`config.mk`:
```
export PLATFORM = sky130hd
export DESIGN_NAME = sprite_rom_arbiter_flat
export DESIGN_NICKNAME = d
export VERILOG_FILES = /design/src/rtl/sprite_rom_arbiter_pkg.sv /design/src/rtl/sprite_rom_arbiter_if.sv /design/src/rtl/spr_prio_enc.sv /design/src/rtl/sprite_rom_arbiter.sv /design/src/flat_wrapper.sv
export SDC_FILE = /design/constraint.sdc
export NUM_CORES = 1
export LEC_CHECK = 0
export ABC_CLOCK_PERIOD_IN_PS = 1700
export CAP_MARGIN = 20
export CORE_ASPECT_RATIO = 0.6
export CORE_MARGIN = 4
export CORE_UTILIZATION = 25
export CTS_CLUSTER_DIAMETER = 100
export DETAILED_ROUTE_END_ITERATION = 12
export PLACE_DENSITY = 0.57
export SLEW_MARGIN = 20
export SYNTH_ARGS = -nofsm -noshare
export SYNTH_HDL_FRONTEND = slang
export SYNTH_HIERARCHICAL = 1
export SYNTH_SLANG_ARGS = --single-unit
```
`constraint.sdc`:
```
create_clock -name pixel_clk -period 1.7 [get_ports pixel_clk]
set_input_delay 0.17 -clock pixel_clk [delete_from_list [all_inputs] [get_ports pixel_clk]]
set_output_delay 0.17 -clock pixel_clk [all_outputs]
set_load 0.005 [all_outputs]
```
`src/rtl/sprite_rom_arbiter_pkg.sv`:
```
// sprite_pkg: shared sizes, types and helpers for the sprite ROM arbiter.
//   N_SPR   number of requesting sprites (index 0 = highest priority)
//   AW      sprite ROM address width (32x32 sprite)
//   CW      colour width (RGB444)
//   TRANSP  colour value treated as transparent
//   owner_t winning-sprite index type
//   arb_stage_t  per-pixel arbitration record carried down the ROM pipeline
package sprite_pkg;

  localparam int N_SPR = 4;
  localparam int AW    = 10;
  localparam int CW    = 12;
  localparam logic [CW-1:0] TRANSP = 12'h000;

  // N_SPR must be >= 2 so the owner index has at least one bit.
  localparam int OW = $clog2(N_SPR);

  typedef logic [OW-1:0] owner_t;

  typedef struct packed {
    logic             any_hit;
    owner_t           win;
    logic [N_SPR-1:0] hits;
    logic             fs;
  } arb_stage_t;

  function automatic int unsigned popcount(input logic [N_SPR-1:0] v);
    popcount = 0;
    for (int i = 0; i < N_SPR; i++) begin
      if (v[i]) popcount++;
    end
  endfunction

endpackage

```
`src/rtl/sprite_rom_arbiter_if.sv`:
```
// sprite_rom_arbiter_if: pixel-rate bus between the sprite drivers / ROM and
// the arbiter.
//   frame_start  1-cycle pulse on the first pixel of a frame
//   hit          sprite i box covers the current pixel
//   req_addr     sprite i ROM address, slice [i*AW +: AW]
//   rom_addr     shared ROM address
//   rom_data     ROM data, valid ROM_LAT cycles after rom_addr
//   pix_valid    pix_color belongs to a sprite and is opaque
//   pix_color    composited sprite colour (TRANSP when !pix_valid)
//   pix_owner    winning sprite index (0 when no hit)
//   collide_mask sprites that collided during the previous frame
//   collide_stb  1-cycle pulse when collide_mask updates
// slave = arbiter side, master = sprite drivers / ROM / display side.
interface sprite_rom_arbiter_if
  import sprite_pkg::*;
();

  logic                frame_start;
  logic [N_SPR-1:0]    hit;
  logic [N_SPR*AW-1:0] req_addr;
  logic [AW-1:0]       rom_addr;
  logic [CW-1:0]       rom_data;
  logic                pix_valid;
  logic [CW-1:0]       pix_color;
  owner_t              pix_owner;
  logic [N_SPR-1:0]    collide_mask;
  logic                collide_stb;

  modport slave (
    input  frame_start, hit, req_addr, rom_data,
    output rom_addr, pix_valid, pix_color, pix_owner, collide_mask, collide_stb
  );

  modport master (
    output frame_start, hit, req_addr, rom_data,
    input  rom_addr, pix_valid, pix_color, pix_owner, collide_mask, collide_stb
  );

endinterface

```
`src/rtl/spr_prio_enc.sv`:
```
// spr_prio_enc: combinational fixed-priority encoder, lowest index wins.
//   hit      in   request vector
//   any_hit  out  at least one request
//   win      out  lowest set index (0 when no request)
module spr_prio_enc
  import sprite_pkg::*;
(
  input  logic [N_SPR-1:0] hit,
  output logic             any_hit,
  output owner_t           win
);

  always_comb begin
    // NOTE: every combinational output gets a default first so no path leaves
    // it unassigned, which would otherwise infer a latch.
    any_hit = |hit;
    win     = '0;
    // Scan from the top down so the lowest set index is written last.
    for (int i = N_SPR - 1; i >= 0; i--) begin
      if (hit[i]) win = owner_t'(i);
    end
  end

endmodule

```
`src/rtl/sprite_rom_arbiter.sv`:
```
// sprite_rom_arbiter: shares one sprite-pixel ROM port between N_SPR sprites.
// Each pixel the lowest-index sprite covering the pixel drives the ROM address;
// its arbitration record travels alongside the ROM read so the returned colour,
// owner and per-frame collision mask line up with rom_data.
//   pixel_clk    in   pixel clock, all logic on posedge
//   rst_n        in   async active-low reset
//   bus          slave modport of sprite_rom_arbiter_if (handshake/pixel bus)
//   starve_cnt   out  per-sprite 16-bit hidden-pixel counts of the previous
//                     frame, slice [i*16 +: 16]; present only when
//                     SPRITE_ARB_STARVE_CNT_EN is defined
// Parameter ROM_LAT (>=1): ROM read latency in pixel_clk cycles.
// Latency from hit to pix_* is ROM_LAT+2 cycles.
module sprite_rom_arbiter
  import sprite_pkg::*;
#(
  parameter int ROM_LAT = 1
) (
  input  logic                    pixel_clk,
  input  logic                    rst_n,
  sprite_rom_arbiter_if.slave     bus
`ifdef SPRITE_ARB_STARVE_CNT_EN
  ,
  output logic [N_SPR*16-1:0]     starve_cnt
`endif
);

  logic             any_hit;
  owner_t           win;
  logic [AW-1:0]    sel_addr;
  arb_stage_t       stg [0:ROM_LAT];
  arb_stage_t       al;
  logic             opaque;
  logic [N_SPR-1:0] col_bits;
  logic [N_SPR-1:0] acc;

  spr_prio_enc u_enc (
    .hit     (bus.hit),
    .any_hit (any_hit),
    .win     (win)
  );

  always_comb begin
    sel_addr = '0;
    for (int i = 0; i < N_SPR; i++) begin
      if (any_hit && win == owner_t'(i)) sel_addr = bus.req_addr[i*AW +: AW];
    end
  end

  // stg[0] is captured with rom_addr; stg[ROM_LAT] is therefore aligned with
  // the rom_data that address produced.
  assign al       = stg[ROM_LAT];
  assign opaque   = (bus.rom_data != TRANSP);
  assign col_bits = (popcount(al.hits) >= 2 && opaque) ? al.hits : '0;

  always_ff @(posedge pixel_clk or negedge rst_n) begin
    if (!rst_n) begin
      bus.rom_addr <= '0;
      // NOTE: this is a short pipeline of flops, not a RAM, so it is reset to
      // flush stale hits; a real memory array would be left unreset.
      for (int i = 0; i <= ROM_LAT; i++) stg[i] <= '0;
    end else begin
      // NOTE: non-blocking assignments let each stage read its neighbour's
      // old value, which is what makes this a shift register.
      bus.rom_addr <= sel_addr;
      stg[0]       <= '{any_hit: any_hit, win: win, hits: bus.hit, fs: bus.frame_start};
      for (int i = 1; i <= ROM_LAT; i++) stg[i] <= stg[i-1];
    end
  end

  always_ff @(posedge pixel_clk or negedge rst_n) begin
    if (!rst_n) begin
      bus.pix_valid    <= 1'b0;
      bus.pix_color    <= TRANSP;
      bus.pix_owner    <= '0;
      bus.collide_mask <= '0;
      bus.collide_stb  <= 1'b0;
      acc              <= '0;
    end else begin
      bus.pix_valid   <= al.any_hit && opaque;
      bus.pix_color   <= (al.any_hit && opaque) ? bus.rom_data : TRANSP;
      bus.pix_owner   <= al.win;
      bus.collide_stb <= al.fs;
      if (al.fs) begin
        // The frame_start pixel still belongs to the frame being closed.
        bus.collide_mask <= acc | col_bits;
        acc              <= '0;
      end else begin
        acc <= acc | col_bits;
      end
    end
  end

`ifdef SPRITE_ARB_STARVE_CNT_EN
  logic [15:0] cnt_q   [N_SPR];
  logic [15:0] cnt_nxt [N_SPR];

  // A sprite is starved on an aligned pixel it covers but did not win.
  always_comb begin
    for (int i = 0; i < N_SPR; i++) begin
      cnt_nxt[i] = cnt_q[i];
      if (al.hits[i] && al.win != owner_t'(i) && cnt_q[i] != 16'hFFFF)
        cnt_nxt[i] = cnt_q[i] + 16'd1;
    end
  end

  always_ff @(posedge pixel_clk or negedge rst_n) begin
    if (!rst_n) begin
      starve_cnt <= '0;
      for (int i = 0; i < N_SPR; i++) cnt_q[i] <= '0;
    end else begin
      for (int i = 0; i < N_SPR; i++) begin
        if (al.fs) begin
          starve_cnt[i*16 +: 16] <= cnt_nxt[i];
          cnt_q[i]               <= '0;
        end else begin
          cnt_q[i] <= cnt_nxt[i];
        end
      end
    end
  end
`endif

endmodule

```
`src/flat_wrapper.sv`:
```
// flat-port wrapper written by rule: the top's interface ports become plain ports
module sprite_rom_arbiter_flat import sprite_pkg::*;
#(
  parameter int ROM_LAT = 1
)
  (pixel_clk, rst_n, bus_frame_start, bus_hit, bus_req_addr, bus_rom_data, bus_rom_addr, bus_pix_valid, bus_pix_color, bus_pix_owner, bus_collide_mask, bus_collide_stb);
  sprite_rom_arbiter_if bus_i ();
  input  logic pixel_clk;
  input  logic rst_n;
  input wire logic [$bits(bus_i.frame_start)-1:0] bus_frame_start;
  input wire logic [$bits(bus_i.hit)-1:0] bus_hit;
  input wire logic [$bits(bus_i.req_addr)-1:0] bus_req_addr;
  input wire logic [$bits(bus_i.rom_data)-1:0] bus_rom_data;
  output wire logic [$bits(bus_i.rom_addr)-1:0] bus_rom_addr;
  output wire logic [$bits(bus_i.pix_valid)-1:0] bus_pix_valid;
  output wire logic [$bits(bus_i.pix_color)-1:0] bus_pix_color;
  output wire logic [$bits(bus_i.pix_owner)-1:0] bus_pix_owner;
  output wire logic [$bits(bus_i.collide_mask)-1:0] bus_collide_mask;
  output wire logic [$bits(bus_i.collide_stb)-1:0] bus_collide_stb;
  assign bus_i.frame_start = bus_frame_start;
  assign bus_i.hit = bus_hit;
  assign bus_i.req_addr = bus_req_addr;
  assign bus_i.rom_data = bus_rom_data;
  assign bus_rom_addr = bus_i.rom_addr;
  assign bus_pix_valid = bus_i.pix_valid;
  assign bus_pix_color = bus_i.pix_color;
  assign bus_pix_owner = bus_i.pix_owner;
  assign bus_collide_mask = bus_i.collide_mask;
  assign bus_collide_stb = bus_i.collide_stb;
  sprite_rom_arbiter #(.ROM_LAT(ROM_LAT)) u_core (.pixel_clk(pixel_clk), .rst_n(rst_n), .bus(bus_i));
endmodule
```
# Word-level counts from Yosys, hierarchy flattened
# Index checks and enable logic that the tools add are counted.
[word_totals]
register_bits = 50
latch_bits = 0
ram_bits = 0
mem_bits_ro = 0
input_bits = 59
elab_cells = 47
memories = 0
[op_classes]
addsub = 3
n_mul = 0
div_mod_pow = 0
order_cmp = 1
eq_ne = 3
n_shift = 0
muxes = 15
bitwise = 1
reduce_logical = 9
[ops]
columns = ["cell", "count"]
rows = [
  ["$mux W32", 3],
  ["$add A32 B1 Y32 const B", 2],
  ["$mux W10", 4],
  ["$ge A32 B2 Y1 const B", 1],
  ["$mux W12", 1],
  ["$reduce_bool A12 Y1", 1],
  ["$mux W2", 4],
  ["$mux W4", 2],
  ["$logic_and A1 B1 Y1", 6],
  ["$eq A2 B2 Y1 const B", 2],
  ["$or A4 B4 Y4", 1],
  ["$reduce_or A4 Y1", 1],
  ["$add A1 B1 Y2 const B", 1],
  ["$eq A2 B1 Y1 const B", 1],
  ["$logic_not A2 Y1", 1],
  ["$mux W1", 1],
]

# Longest topological paths before layout
[depth]
ltp_word = 12
ltp_mapped = 8
mapped_depth_nobuf = 8

# By module
# Netlist, hierarchy kept.
[modules_own_cells]
columns = ["module", "instances", "cells_per_inst", "area_per_inst_um2"]
rows = [
  ["sprite_rom_arbiter", 1, 122, 1931.9],
  ["spr_prio_enc", 1, 7, 35.0],
]

# Worst setup path after synthesis
# Ideal clock, no wire load.
[synth_timing]
path_type = "reg2reg"
start = "register u_core.stg (netlist bit u_core/al[1])"
end = "register u_core.bus.collide_mask[2]"
setup_time_ns = 0.120
t_arrival_ns = 1.736
t_required_ns = 1.580
path_slack_ns = -0.156
path_stages_with_launch = 9
n_path_buf = 0
cell_sequence = "dfrtp_1 > inv_1 > ha_1 > xor2_1 > ha_1 > nand2_1 > xnor2_1 > nand3_1 > a41o_2"
[synth_between]
elab_chain_len = 11
[synth_rtl]
columns = ["element", "line_no", "source"]
rows = [
  ["from (decl)", "sprite_rom_arbiter.sv:30", "arb_stage_t stg [0:ROM_LAT];"],
  ["$mux W1 (*)", "sprite_rom_arbiter_pkg.sv:30", "if (v[i]) popcount++;"],
  ["$add A1 B1 Y2", "sprite_rom_arbiter_pkg.sv:30", ""],
  ["$mux W32 (*)", "sprite_rom_arbiter_pkg.sv:30", ""],
  ["$add A32 B1 Y32", "sprite_rom_arbiter_pkg.sv:30", ""],
  ["$mux W32 (*)", "sprite_rom_arbiter_pkg.sv:30", ""],
  ["$add A32 B1 Y32", "sprite_rom_arbiter_pkg.sv:30", ""],
  ["$mux W32 (*)", "sprite_rom_arbiter_pkg.sv:30", ""],
  ["$ge A32 B2 Y1 (*)", "sprite_rom_arbiter.sv:53", "assign col_bits = (popcount(al.hits) >= 2 && opaque) ? al.hits : '0;"],
  ["$logic_and A1 B1 Y1 (*)", "sprite_rom_arbiter.sv:53", ""],
  ["$mux W4 (*)", "sprite_rom_arbiter.sv:53", ""],
  ["$or A4 B4 Y4 (*)", "sprite_rom_arbiter.sv:85", "bus.collide_mask <= acc | col_bits;"],
  ["to (signal assigned)", "sprite_rom_arbiter.sv:85", ""],
  ["to (decl)", "sprite_rom_arbiter_if.sv:31", "output rom_addr, pix_valid, pix_color, pix_owner, collide_mask, collide_stb"],
]
# Every way passes the cells marked *; elsewhere a longest branch is shown, timed or not.
# A chain may end at the register's enable or synchronous reset.

# Final worst setup path
[layout_timing]
start = "register u_core.stg (netlist bit u_core/al[2])"
end = "register u_core.acc[1]"
[layout_between]
elab_chain_len = 10
[layout_rtl]
columns = ["element", "line_no", "source"]
rows = [
  ["$mux W32", "sprite_rom_arbiter_pkg.sv:30", ""],
  ["$add A32 B1 Y32", "sprite_rom_arbiter_pkg.sv:30", ""],
  ["$mux W32", "sprite_rom_arbiter_pkg.sv:30", ""],
  ["$add A32 B1 Y32", "sprite_rom_arbiter_pkg.sv:30", ""],
  ["$mux W32", "sprite_rom_arbiter_pkg.sv:30", ""],
  ["$ge A32 B2 Y1", "sprite_rom_arbiter.sv:53", ""],
  ["$logic_and A1 B1 Y1", "sprite_rom_arbiter.sv:53", ""],
  ["$mux W4 (*)", "sprite_rom_arbiter.sv:53", ""],
  ["$or A4 B4 Y4 (*)", "sprite_rom_arbiter.sv:88", "acc <= acc | col_bits;"],
  ["$mux W4 (*)", "sprite_rom_arbiter.sv:83", "if (al.fs) begin"],
  ["to (signal assigned)", "sprite_rom_arbiter.sv:88", ""],
  ["to (decl)", "sprite_rom_arbiter.sv:34", "logic [N_SPR-1:0] acc;"],
]
# Marked as above.

==> results.json <==
{
  "place_congestion": 0.7389,
  "hold_viol_final": 0,
  "diodes": 0,
  "outcome": "complete, but fails checks",
  "finalSetupViolations": 8,
  "hpwl_mm": 3.725,
  "hold_path_class": "in2reg",
  "die_h_um": 76.71,
  "final_util_pct": 44.42,
  "ff2ff_path_depth": 8,
  "clock_sinks": 50,
  "r2r_end": "u_core/acc[1]",
  "core_area_mm2": 0.007447,
  "netlist_area_mm2": 0.001967,
  "synth_top_area_cell": "dfrtp_1",
  "maxCapViolations": 0,
  "io_pins": 89,
  "num_rows": 24,
  "critical_path_class": "reg2reg",
  "insertion_delay_ns": 0.28,
  "wl_met2_mm": 1.992,
  "syn_avg_cell_area_um2": 15.25,
  "grt_pass1_wl_mm": 7.838,
  "layout_common_cells": "clkdlybuf4s50_1 (87), dfrtp_1 (50), and2_1 (23), buf_4 (12), mux4_2 (10)",
  "port_buffers": 88,
  "clk_pin_slew_ns": 0.06,
  "finalCritPeriodShare_pct": 111.8,
  "grt_use_total_pct": 10.76,
  "grt_pass1_vias": 1545,
  "whs_path_depth": 1,
  "dr_wl_met3_um": 588,
  "min_from": "bus_frame_start",
  "worst_slack_ns": -0.2007,
  "drc": 0,
  "grt_setup_unrepaired": "yes",
  "skew_ns": 0.002258,
  "fin_crit_ns": 1.901,
  "seq_area_frac_synth_pct": 63.61,
  "drt_iter0_drc": 39,
  "placed_cells": 331,
  "r2r-start": "u_core/al[2]",
  "wl_met1_mm": 2.098,
  "syn2layout_area_growth_pct": 68.19,
  "antenna_found_initial": 0,
  "drtAntennaViolNets": 0,
  "crit_start": "u_core/al[2]",
  "synth_seq_cells": 50,
  "worstPathMaxFanout": 4,
  "routed_wl_mm": 4.713,
  "finalNonFillerCells": 340,
  "fmax_ghz": 0.5261,
  "ys_types": 27,
  "start_util_pct": 26.41,
  "cp-end-kind": "flop",
  "violations": "negative setup slack",
  "synth_top_area_share_pct": 63.61,
  "worst_pin_slew_ns": 0.4188,
  "root_buffer": "clkbuf_16",
  "highest_layer": "met4",
  "dr_total_vias": 1408,
  "clockBufferDepth": 2,
  "first_pass_iters": 3,
  "reg2reg_slack_ns": -0.20,
  "layout_commonest_cell": "clkdlybuf4s50_1",
  "die-width_um": 122.5,
  "dieArea_mm2": 0.009397,
  "dp_slack_ns": -0.2326,
  "startpoint_type": "flop",
  "slew_viol_final": 0,
  "syn_inst": 129,
  "wl_per_cell_um": 13.86,
  "synth_nets": 192,
  "synthTopCellsByArea": "dfrtp_1 (64%), mux4_2 (11%), and2_1 (7.3%)",
  "yosysWarnings": 6,
  "via_per_inst": 4.141,
  "grt-ovfl-total": 0,
  "relSlewSlack_pct": 71.82,
  "drive_above_1_share_pct": 22.88,
  "grt_max_degree": 51,
  "fin_nets": 298,
  "hold_path_end": "u_core/stg[8]",
  "peakVddDrop_uv": 388.1,
  "cts_tree": "built",
  "power_density_mw_per_mm2": 888.1,
  "p_leak_nw": 1.379,
  "arrival_ns": 2.12,
  "worstPathRequired_ns": 1.92,
  "cts.htree.levels": 2,
  "numCtsBuffers": 5
}
## routing by layer
| layer | vias up | global-route usage, % |
|---|---|---|
| met5 | - | 0 |
| met4 | 0 | 2.682 |
| met3 | 4 | 7.132 |
| met2 | 57 | 14.25 |
| met1 | 669 | 14.35 |
| li1 | 678 | - |
## layout make-up
cell class	instances	area, µm²
Inverter	4	15.01
Clock buffer	7	152.6
Fill cell	709	4139
Sequential cell	50	1251
Multi-Input combinational cell	70	723.2
Timing Repair Buffer	104	1027
Tap cell	104	130.1
Clock inverter	1	8.758
## kinds of logic (layout without fill, tap and decap cells)
kind of cell               after synthesis  after routing  synth area share (%)
AOI/OAI and AO/OA                       12             12                 5.788
xor gates and xnor gates                 2              2                0.8907
adders and majority gates                4              4                 2.545
buffers and inverters                    9            116                 2.226
DFF                                     50             50                 63.61
muxes                                   14             14                 13.74
and+or+nand+nor                         38             38                 11.20
## worst max path at each step
stage,end,slack [ns]
6_report,u_core/acc[1],-0.20
5_1_grt,u_core/acc[1],-0.29
4_1_cts,u_core/acc[1],-0.22
3_5_place_dp,u_core/bus.rom_addr[2],-0.23
3_3_place_gp,u_core/bus.rom_addr[3],-0.19
2_1_floorplan,u_core/acc[0],-0.07
## what timing repair did
action	4_1_cts	5_1_grt
gates resized for setup	0	9
hold endpoints to repair	50	0
pin swaps	4	8
hold buffers	1	0
setup buffers	0	0
endpoints found under the setup margin	8	8
## synth_stat cells (all sizes together)
| cell | number |
|---|---|
| a211o | 1 |
| a21oi | 2 |
| a22o | 4 |
| a311oi | 1 |
| a41o | 4 |
| and2 | 23 |
| and3 | 1 |
| buf | 4 |
| clkbuf | 1 |
| dfrtp | 50 |
| ha | 4 |
| inv | 4 |
| mux2 | 4 |
| mux4 | 10 |
| nand2 | 3 |
| nand2b | 1 |
| nand3 | 3 |
| nor2 | 3 |
| nor3 | 1 |
| nor4 | 3 |
| xnor2 | 1 |
| xor2 | 1 |
## metrics by stage
stage	hold slack [ns]	setup TNS, ns	total power, W	cell area [µm²]
2_1_floorplan	-0.1256	-0.4355	0.001543	1982
3_3_place_gp	0.1829	-3.233	0.001915	3102
3_5_place_dp	0.1828	-3.479	0.001918	3102
4_1_cts	0.3347	-1.497	0.002983	3273
5_1_grt	0.3371	-1.934	0.003101	3308
6_report	0.3427	-1.221	0.002938	3308
## where the power goes
group	internal, W	switching (W)
Combinational	0.000390	0.000175
Clock	0.000628	0.000409
Sequential	0.00129	0.0000453
## state kept, by name, indices dropped and copies added (netlist names)
name,cells
u_core/al,8
u_core/bus.pix_valid,1
u_core/acc,4
u_core/stg,8
u_core/bus.collide_stb,1
u_core/bus.collide_mask,4
u_core/bus.pix_owner,2
u_core/bus.rom_addr,10
u_core/bus.pix_color,12
## worst max-delay path, cell delays in order, from the launching register on
cell and delay [ns]:
dfrtp_1 0.38, inv_2 0.06, ha_4 0.28, xor2_2 0.13, ha_2 0.19, nand2_2 0.06
xnor2_2 0.16, a311oi_2 0.39, a22o_1 0.19
No activity file was read; power rests on OpenSTA's default activity.
